--- config.mk ---
export PLATFORM = sky130hd
export DESIGN_NAME = apb3_completer_synth
export DESIGN_NICKNAME = d
export VERILOG_FILES = /design/src/rtl/apb3_completer_synth.sv
export SDC_FILE = /design/constraint.sdc
export NUM_CORES = 1
export LEC_CHECK = 0
export ABC_AREA = 1
export BUFFER_PORTS_ARGS = -buffer_cell sky130_fd_sc_hd__buf_2
export CAP_MARGIN = 5
export CELL_PAD_IN_SITES_DETAIL_PLACEMENT = 1
export CELL_PAD_IN_SITES_GLOBAL_PLACEMENT = 1
export CORE_MARGIN = 3
export CORE_UTILIZATION = 50
export CTS_BUF_LIST = sky130_fd_sc_hd__clkbuf_4
export CTS_CLUSTER_DIAMETER = 50
export CTS_CLUSTER_SIZE = 10
export DETAILED_ROUTE_END_ITERATION = 7
export PLACE_DENSITY = 0.85
export SYNTH_ARGS = -nofsm -noshare
export SYNTH_HDL_FRONTEND = slang
export SYNTH_SLANG_ARGS = --single-unit
--- constraint.sdc ---
create_clock -name clk -period 48.8 [get_ports clk]
set_input_delay 9.76 -clock clk [delete_from_list [all_inputs] [get_ports clk]]
set_output_delay 9.76 -clock clk [all_outputs]
set_load 0.02 [all_outputs]
--- src/rtl/apb3_completer_synth.sv ---
// apb3_completer_synth
//   APB3 completer fronting a word-addressed register file. Each transfer is
//   latched in the setup phase, held for WaitStates access cycles with
//   pready=0, then completes with one pready cycle. Misaligned or
//   out-of-range addresses complete with pslverr=1 and have no side effects.
//
// Ports
//   clk          system clock, all state on posedge
//   rst          asynchronous active-high reset
//   paddr        APB3 byte address
//   psel         APB3 select
//   penable      APB3 enable (access phase)
//   pwrite       1 = write, 0 = read
//   pwdata       write data
//   pready       transfer complete (one cycle per transfer)
//   prdata       read data, non-zero only in the pready cycle of a legal read
//   pslverr      error response, only in the pready cycle of an illegal access
//   write_count  number of committed writes, wraps at 16 bits
module apb3_completer_synth #(
    parameter int unsigned          AddressWidth = 32,
    parameter int unsigned          DataWidth    = 32,
    parameter int unsigned          RegCount     = 16,
    parameter int unsigned          WaitStates   = 0,
    parameter logic [DataWidth-1:0] ResetValue   = '0
) (
    input  logic                    clk,
    input  logic                    rst,
    input  logic [AddressWidth-1:0] paddr,
    input  logic                    psel,
    input  logic                    penable,
    input  logic                    pwrite,
    input  logic [DataWidth-1:0]    pwdata,
    output logic                    pready,
    output logic [DataWidth-1:0]    prdata,
    output logic                    pslverr,
    output logic [15:0]             write_count
);

    localparam int unsigned IdxWidth = $clog2(RegCount);
    // One extra bit so RegCount*4 never truncates against a narrow paddr.
    localparam logic [AddressWidth:0] ByteLimit = (AddressWidth + 1)'(RegCount * 4);

    typedef enum logic [0:0] {StIdle, StAccess} state_e;

    state_e                state_q, state_d;
    logic [IdxWidth-1:0]   idx_q, idx_d;
    logic                  write_q, write_d;
    logic [DataWidth-1:0]  wdata_q, wdata_d;
    logic                  err_q, err_d;
    logic [3:0]            cnt_q, cnt_d;
    logic [DataWidth-1:0]  regs_q [RegCount];
    logic [15:0]           wcount_q;
    logic                  addr_err;
    logic                  commit;

    // Range compare covers every upper address bit, so nothing aliases.
    assign addr_err = (paddr[1:0] != 2'b00) || ({1'b0, paddr} >= ByteLimit);

    always_comb begin
        state_d = state_q;
        idx_d   = idx_q;
        write_d = write_q;
        wdata_d = wdata_q;
        err_d   = err_q;
        cnt_d   = cnt_q;
        commit  = 1'b0;
        unique case (state_q)
            StIdle: begin
                // penable=1 while idle is a protocol violation and is ignored.
                if (psel && !penable) begin
                    state_d = StAccess;
                    idx_d   = paddr[2 +: IdxWidth];
                    write_d = pwrite;
                    wdata_d = pwdata;
                    err_d   = addr_err;
                    cnt_d   = 4'(WaitStates);
                end
            end
            StAccess: begin
                if (!psel) begin
                    state_d = StIdle;
                end else if (cnt_q != 4'd0) begin
                    cnt_d = cnt_q - 4'd1;
                end else begin
                    state_d = StIdle;
                    commit  = penable && write_q && !err_q;
                end
            end
            default: state_d = StIdle;
        endcase
    end

    always_ff @(posedge clk or posedge rst) begin
        if (rst) begin
            state_q <= StIdle;
            idx_q   <= '0;
            write_q <= 1'b0;
            wdata_q <= '0;
            err_q   <= 1'b0;
            cnt_q   <= 4'd0;
        end else begin
            state_q <= state_d;
            idx_q   <= idx_d;
            write_q <= write_d;
            wdata_q <= wdata_d;
            err_q   <= err_d;
            cnt_q   <= cnt_d;
        end
    end

    always_ff @(posedge clk or posedge rst) begin
        if (rst) begin
            for (int i = 0; i < RegCount; i++) begin
                regs_q[i] <= ResetValue;
            end
            wcount_q <= 16'd0;
        end else if (commit) begin
            regs_q[idx_q] <= wdata_q;
            wcount_q      <= wcount_q + 16'd1;
        end
    end

    assign pready      = (state_q == StAccess) && (cnt_q == 4'd0);
    assign pslverr     = pready && err_q;
    // Register array is read before the commit edge, so same-cycle reads see old data.
    assign prdata      = (pready && !write_q && !err_q) ? regs_q[idx_q] : '0;
    assign write_count = wcount_q;

endmodule
# After elaboration in Yosys (flattened, before gate mapping)
# Index checks and enable logic that the tools add are counted.
[classes] add_sub_neg=2 order_cmp=3 n_eq_ne=3 mux=18 bitwise_logic=2 n_reduce_logical=17
[op_table] cell="$bwmux 512" count=1
[op_table] cell="$bmux 32 s4" count=1
[op_table] cell="$demux 32 s4" count=1
[op_table] cell="$mux 32" count=4
[op_table] cell="$ge 32x7->1 const B" count=1
[op_table] cell="$add 16x1->16 const B" count=1
[op_table] cell="$mux 4" count=3
[op_table] cell="$logic_and 1x1->1" count=8
[op_table] cell="$pmux 4 s2" count=1
[op_table] cell="$mux 1" count=6
[op_table] cell="$ge 5x5->1 const B" count=1
[op_table] cell="$lt 5x1->1 const B" count=1
[op_table] cell="$not 4->5" count=1
[op_table] cell="$logic_not 4->1" count=1
[op_table] cell="$ne 2x2->1 const B" count=2
[op_table] cell="$reduce_bool 4->1" count=1
[op_table] cell="$sub 4x1->4 const B" count=1
[op_table] cell="$logic_not 1->1" count=3
[op_table] cell="$reduce_and 3->1" count=1
[op_table] cell="$ne 2x1->1 const B" count=1
[op_table] cell="$pmux 1 s2" count=1
[op_table] cell="$reduce_and 2->1" count=1
[op_table] cell="$reduce_bool 2->1" count=1
[op_table] cell="$logic_or 1x1->1" count=1
[op_table] cell="$not 1->1" count=1
[word_totals] regBits=571 output_inout_bits=50 wordCells=68

# Longest topological paths before layout
[depth] depth_word=6 ltp_mapped=11 mapped_depth_nobuf=9

# Least setup slack after synthesis
# No wires, ideal clock.
[synth_timing] path_type="reg-to-output" from="register cnt_q[0]" to="output port prdata[10]" t_arrival_ns=1.862 required_time_ns=39.040 setup_slack_ns=37.178 stages_incl_launch_ff=8 cell_sequence="dfrtp_1 > inv_1 > ha_1 > nand4_1 > nor3_1 > clkbuf_1 > nand3_1 > nor2_1"
[synth_between] elab_chain_cells=5
[synth_lines] element="start: declaration" line="50" rtl="logic [3:0] cnt_q, cnt_d;"
[synth_lines] element="start signal: assignment" line="107" rtl="cnt_q <= cnt_d;"
[synth_lines] element="$logic_not 4->1" line="123" rtl="assign pready = (state_q == StAccess) && (cnt_q == 4'd0);"
[synth_lines] element="$logic_and 1x1->1" line="123"
[synth_lines] element="$logic_and 1x1->1 (2 in series)" line="126" rtl="assign prdata = (pready && !write_q && !err_q) ? regs_q[idx_q] : '0;"
[synth_lines] element="$mux 32" line="126"
[synth_lines] element="end: declaration" line="34" rtl="output logic [DataWidth-1:0] prdata,"
# Every way passes these cells.

# Worst setup path after layout
[layout_timing] from="register idx_q[0]" to="output port prdata[20]"
[layout_between] elab_chain_cells=5
[layout_lines] element="start: declaration" line="46" rtl="logic [IdxWidth-1:0] idx_q, idx_d;"
[layout_lines] element="start signal: assignment" line="103" rtl="idx_q <= idx_d;"
[layout_lines] element="$not 4->5 (not written as such)" line="126"
[layout_lines] element="$bmux 32 s4" line="126"
[layout_lines] element="$mux 32 (not written as such) (2 in series)" line="126"
[layout_lines] element="$mux 32" line="126"
# Every way passes these cells. The select of a mux whose other input is x is not followed.

==> results.cfg <==
[sta]
finalClockSkew_ps = 65.28
timing.fmax_mhz = 67.17
setup_tns_ps = 0
rsz0062_at_grt = no
post-route-min-period_ps = 14890
timing.final.max_slew_violations = 0
finalCritPeriodShare_pct = 30.51
timing.final.ws_setup_ps = 33910
setup_viol = 0
hold_violations = 0
max_slew_margin_pct = 21.13
worst_slew_pin_slew_ps = 1183

[setup_path]
reg2reg_from = idx_q[1]$_DFFE_PP0P_
critPathKind = reg -> out
r2r-end = regs_q[77]$_DFFE_PP0P_
endpoint_kind = output port
cp.required_ps = 39040
cpMostUsedCell = nor2_1
critPathMaxFanout = 80
cp-start-kind = flop
slowest_delay_ps = 970
worstPathArrival_ps = 5130
cpMaxStageDelayCell = dfrtp_4
reg2reg_slack_ps = 45020
cp-startpoint = idx_q[0]$_DFFE_PP0P_
reg2regPathDepth = 7
crit_chain = inv_4 -> nand2_4 -> buf_4 -> nor2_1 -> nor2_1 -> nand2_1 -> nand2_1 -> nand3_1 -> nor2_1 -> buf_2

[cts]
cts_root_buf = clkbuf_4
h-tree-depth = 3
clock_path_buffers = 3
clock_latency_ps = 870
cts_buffers = 72
hold_buffers = 0
cts_sinks = 571
clk_pin_slew_worst_paths_ps = 110
cts_tree = yes
cts_resized = 0
post-cts-setup-buffers = 0

[global_routing]
antenna_found_initial = 1
grtUsageTotal_pct = 28.52
met2_usage_pct = 50.08
grt-ovfl-total = 0
grt_util_met3_pct = 4.269
grt_pass1_vias = 24230
grtUsageMet1_pct = 36.79
busiest_layer = met2
grt_pass1_wl_um = 129600
grt_max_degree = 177

[synth]
yosys_register_bits = 571
synth_fp_nets = 3320
yosysWarnings = 0
netlist_area_mm2 = 0.02703
synth_sequential_area_ratio_pct = 52.86
yosysUniqueCellTypes = 32
syn_avg_cell_area_um2 = 8.321
syn_inst = 3249

[drt]
drc = 0
vias_per_cell = 5.630
vias = 22260
ant_nets = 0
wl_um = 79380
first_iter_violations = 1457
wl_per_cell_um = 20.08
first_pass_iters = 5

[power]
fin_total_pwr_uw = 1045
p_leak_uw = 0.01433
power_density_mw_per_mm2 = 37.33
peakVddDrop_mv = 0.02729

[final_layout]
fillers = 6483
area_growth_pct = 3.605
layout.nets = 3305
layout_commonest_cell = nand2_1
mostFrequentLayoutCells = nand2_1, nor2_1, dfrtp_1, o21ai_1, o21ai_2
drive_above_1_share_pct = 13.35
seqCellArea_mm2 = 0.01430
multi_input_area_mm2 = 0.01095

[placed_design]
hpwl_um = 43650
dpl_worst_slack_ps = 34830
place_congestion = 0.7932
portBuffers = 118

[hold_path]
hold_end = regs_q[6]$_DFFE_PP0P_
hp-start = regs_q[6]$_DFFE_PP0P_
hold_depth = 2
hold_class = reg -> reg

[job]
maxCapViolCount = 0

[die]
die_w_um = 238.5
rows = 84
start_util_pct = 50.93
die_h_um = 238.5
die_area_mm2 = 0.05689
core_area_mm2 = 0.05308
pin_count = 119

[status]
status = completed
[cell type report]
type,instances,area share (%)
antenna,1,0.008935
clock buffer,80,2.144
timing repair buffer,134,2.582
clock inverter,25,1.112
multi-input combinational,2387,39.09
inverter,68,0.9471
tap,688,3.073
sequential,571,51.04
[worst max-delay path: cells and delay by family (launching register included)]
family / cells / cell delay [ps]
buffers and inverters: 3 / 1690
AND/OR/NAND/NOR: 7 / 1440
flip-flops: 1 / 970
[stage by stage]
stage / area (µm²) / util (%) / instances / hold WS, ps
finish: 28010 / 52.77 / 3954 / 493.4
floorplan: 27030 / - / 3249 / 453.0
global placement: 27090 / 51.05 / 3848 / 464.5
detailed placement: 27090 / 51.05 / 3848 / 468.9
CTS: 28010 / 52.77 / 3953 / 492.9
global route: 28010 / 52.77 / 3954 / 516.4
[metal layers]
metal | share of wire, % | vias to the layer above | wire length (µm)
li1 | - | 10350 | -
met1 | 43 | 11340 | 34280
met2 | 50 | 418 | 39930
met3 | 3.8 | 153 | 3024
met4 | 2.7 | 0 | 2153
met5 | 0 | - | 0
[registers in the layout (all words and copies together) (netlist names)]
name / flops
cnt_q: 4
err_q: 1
idx_q: 4
regs_q: 512
state_q: 1
wdata_q: 32
write_count: 16
write_q: 1
[synthesized netlist by cell type, drive strengths merged]
cell | number | share of area (%)
a21oi | 36 | 0.67
and2 | 1 | 0.023
buf | 143 | 4.8
clkbuf | 80 | 1.1
clkinv | 1 | 0.014
dfrtp | 571 | 53
ha | 2 | 0.093
inv | 67 | 0.93
mux2 | 1 | 0.042
nand2 | 913 | 13
nand3 | 40 | 0.74
nand3b | 1 | 0.028
nand4 | 9 | 0.21
nor2 | 719 | 10
nor3 | 8 | 0.21
o21ai | 611 | 14
o21bai | 31 | 0.86
or2 | 4 | 0.093
xnor2 | 6 | 0.19
xor2 | 5 | 0.16
[worst max path at each step]
stage	endpoint	depth (start not counted)
final	prdata[20]	10
after global routing	prdata[31]	10
after CTS	prdata[31]	10
after detailed placement	prdata[31]	10
after global placement	prdata[31]	10
after floorplan	cnt_q[0]$_DFFE_PP0P_	1
[logic make-up after synthesis]
logic type / count (synthesis) / synth area share, %
flip-flops: 571 / 52.86
AO/OA/AOI/OAI: 678 / 15.03
AND/OR/NAND/NOR: 1695 / 24.80
multiplexers: 1 / 0.04165
buffers and inverters: 291 / 6.822
adder cells (fa/ha/maj): 2 / 0.09255
XOR/XNOR: 11 / 0.3564
[power by group]
part	switching, µW	internal, µW	leakage (µW)
logic	195	65.8	0.00596
registers	12.3	482	0.00784
clock network	169	121	0.000533
total	377	669	0.0143
(Power assumes the default switching activity.)
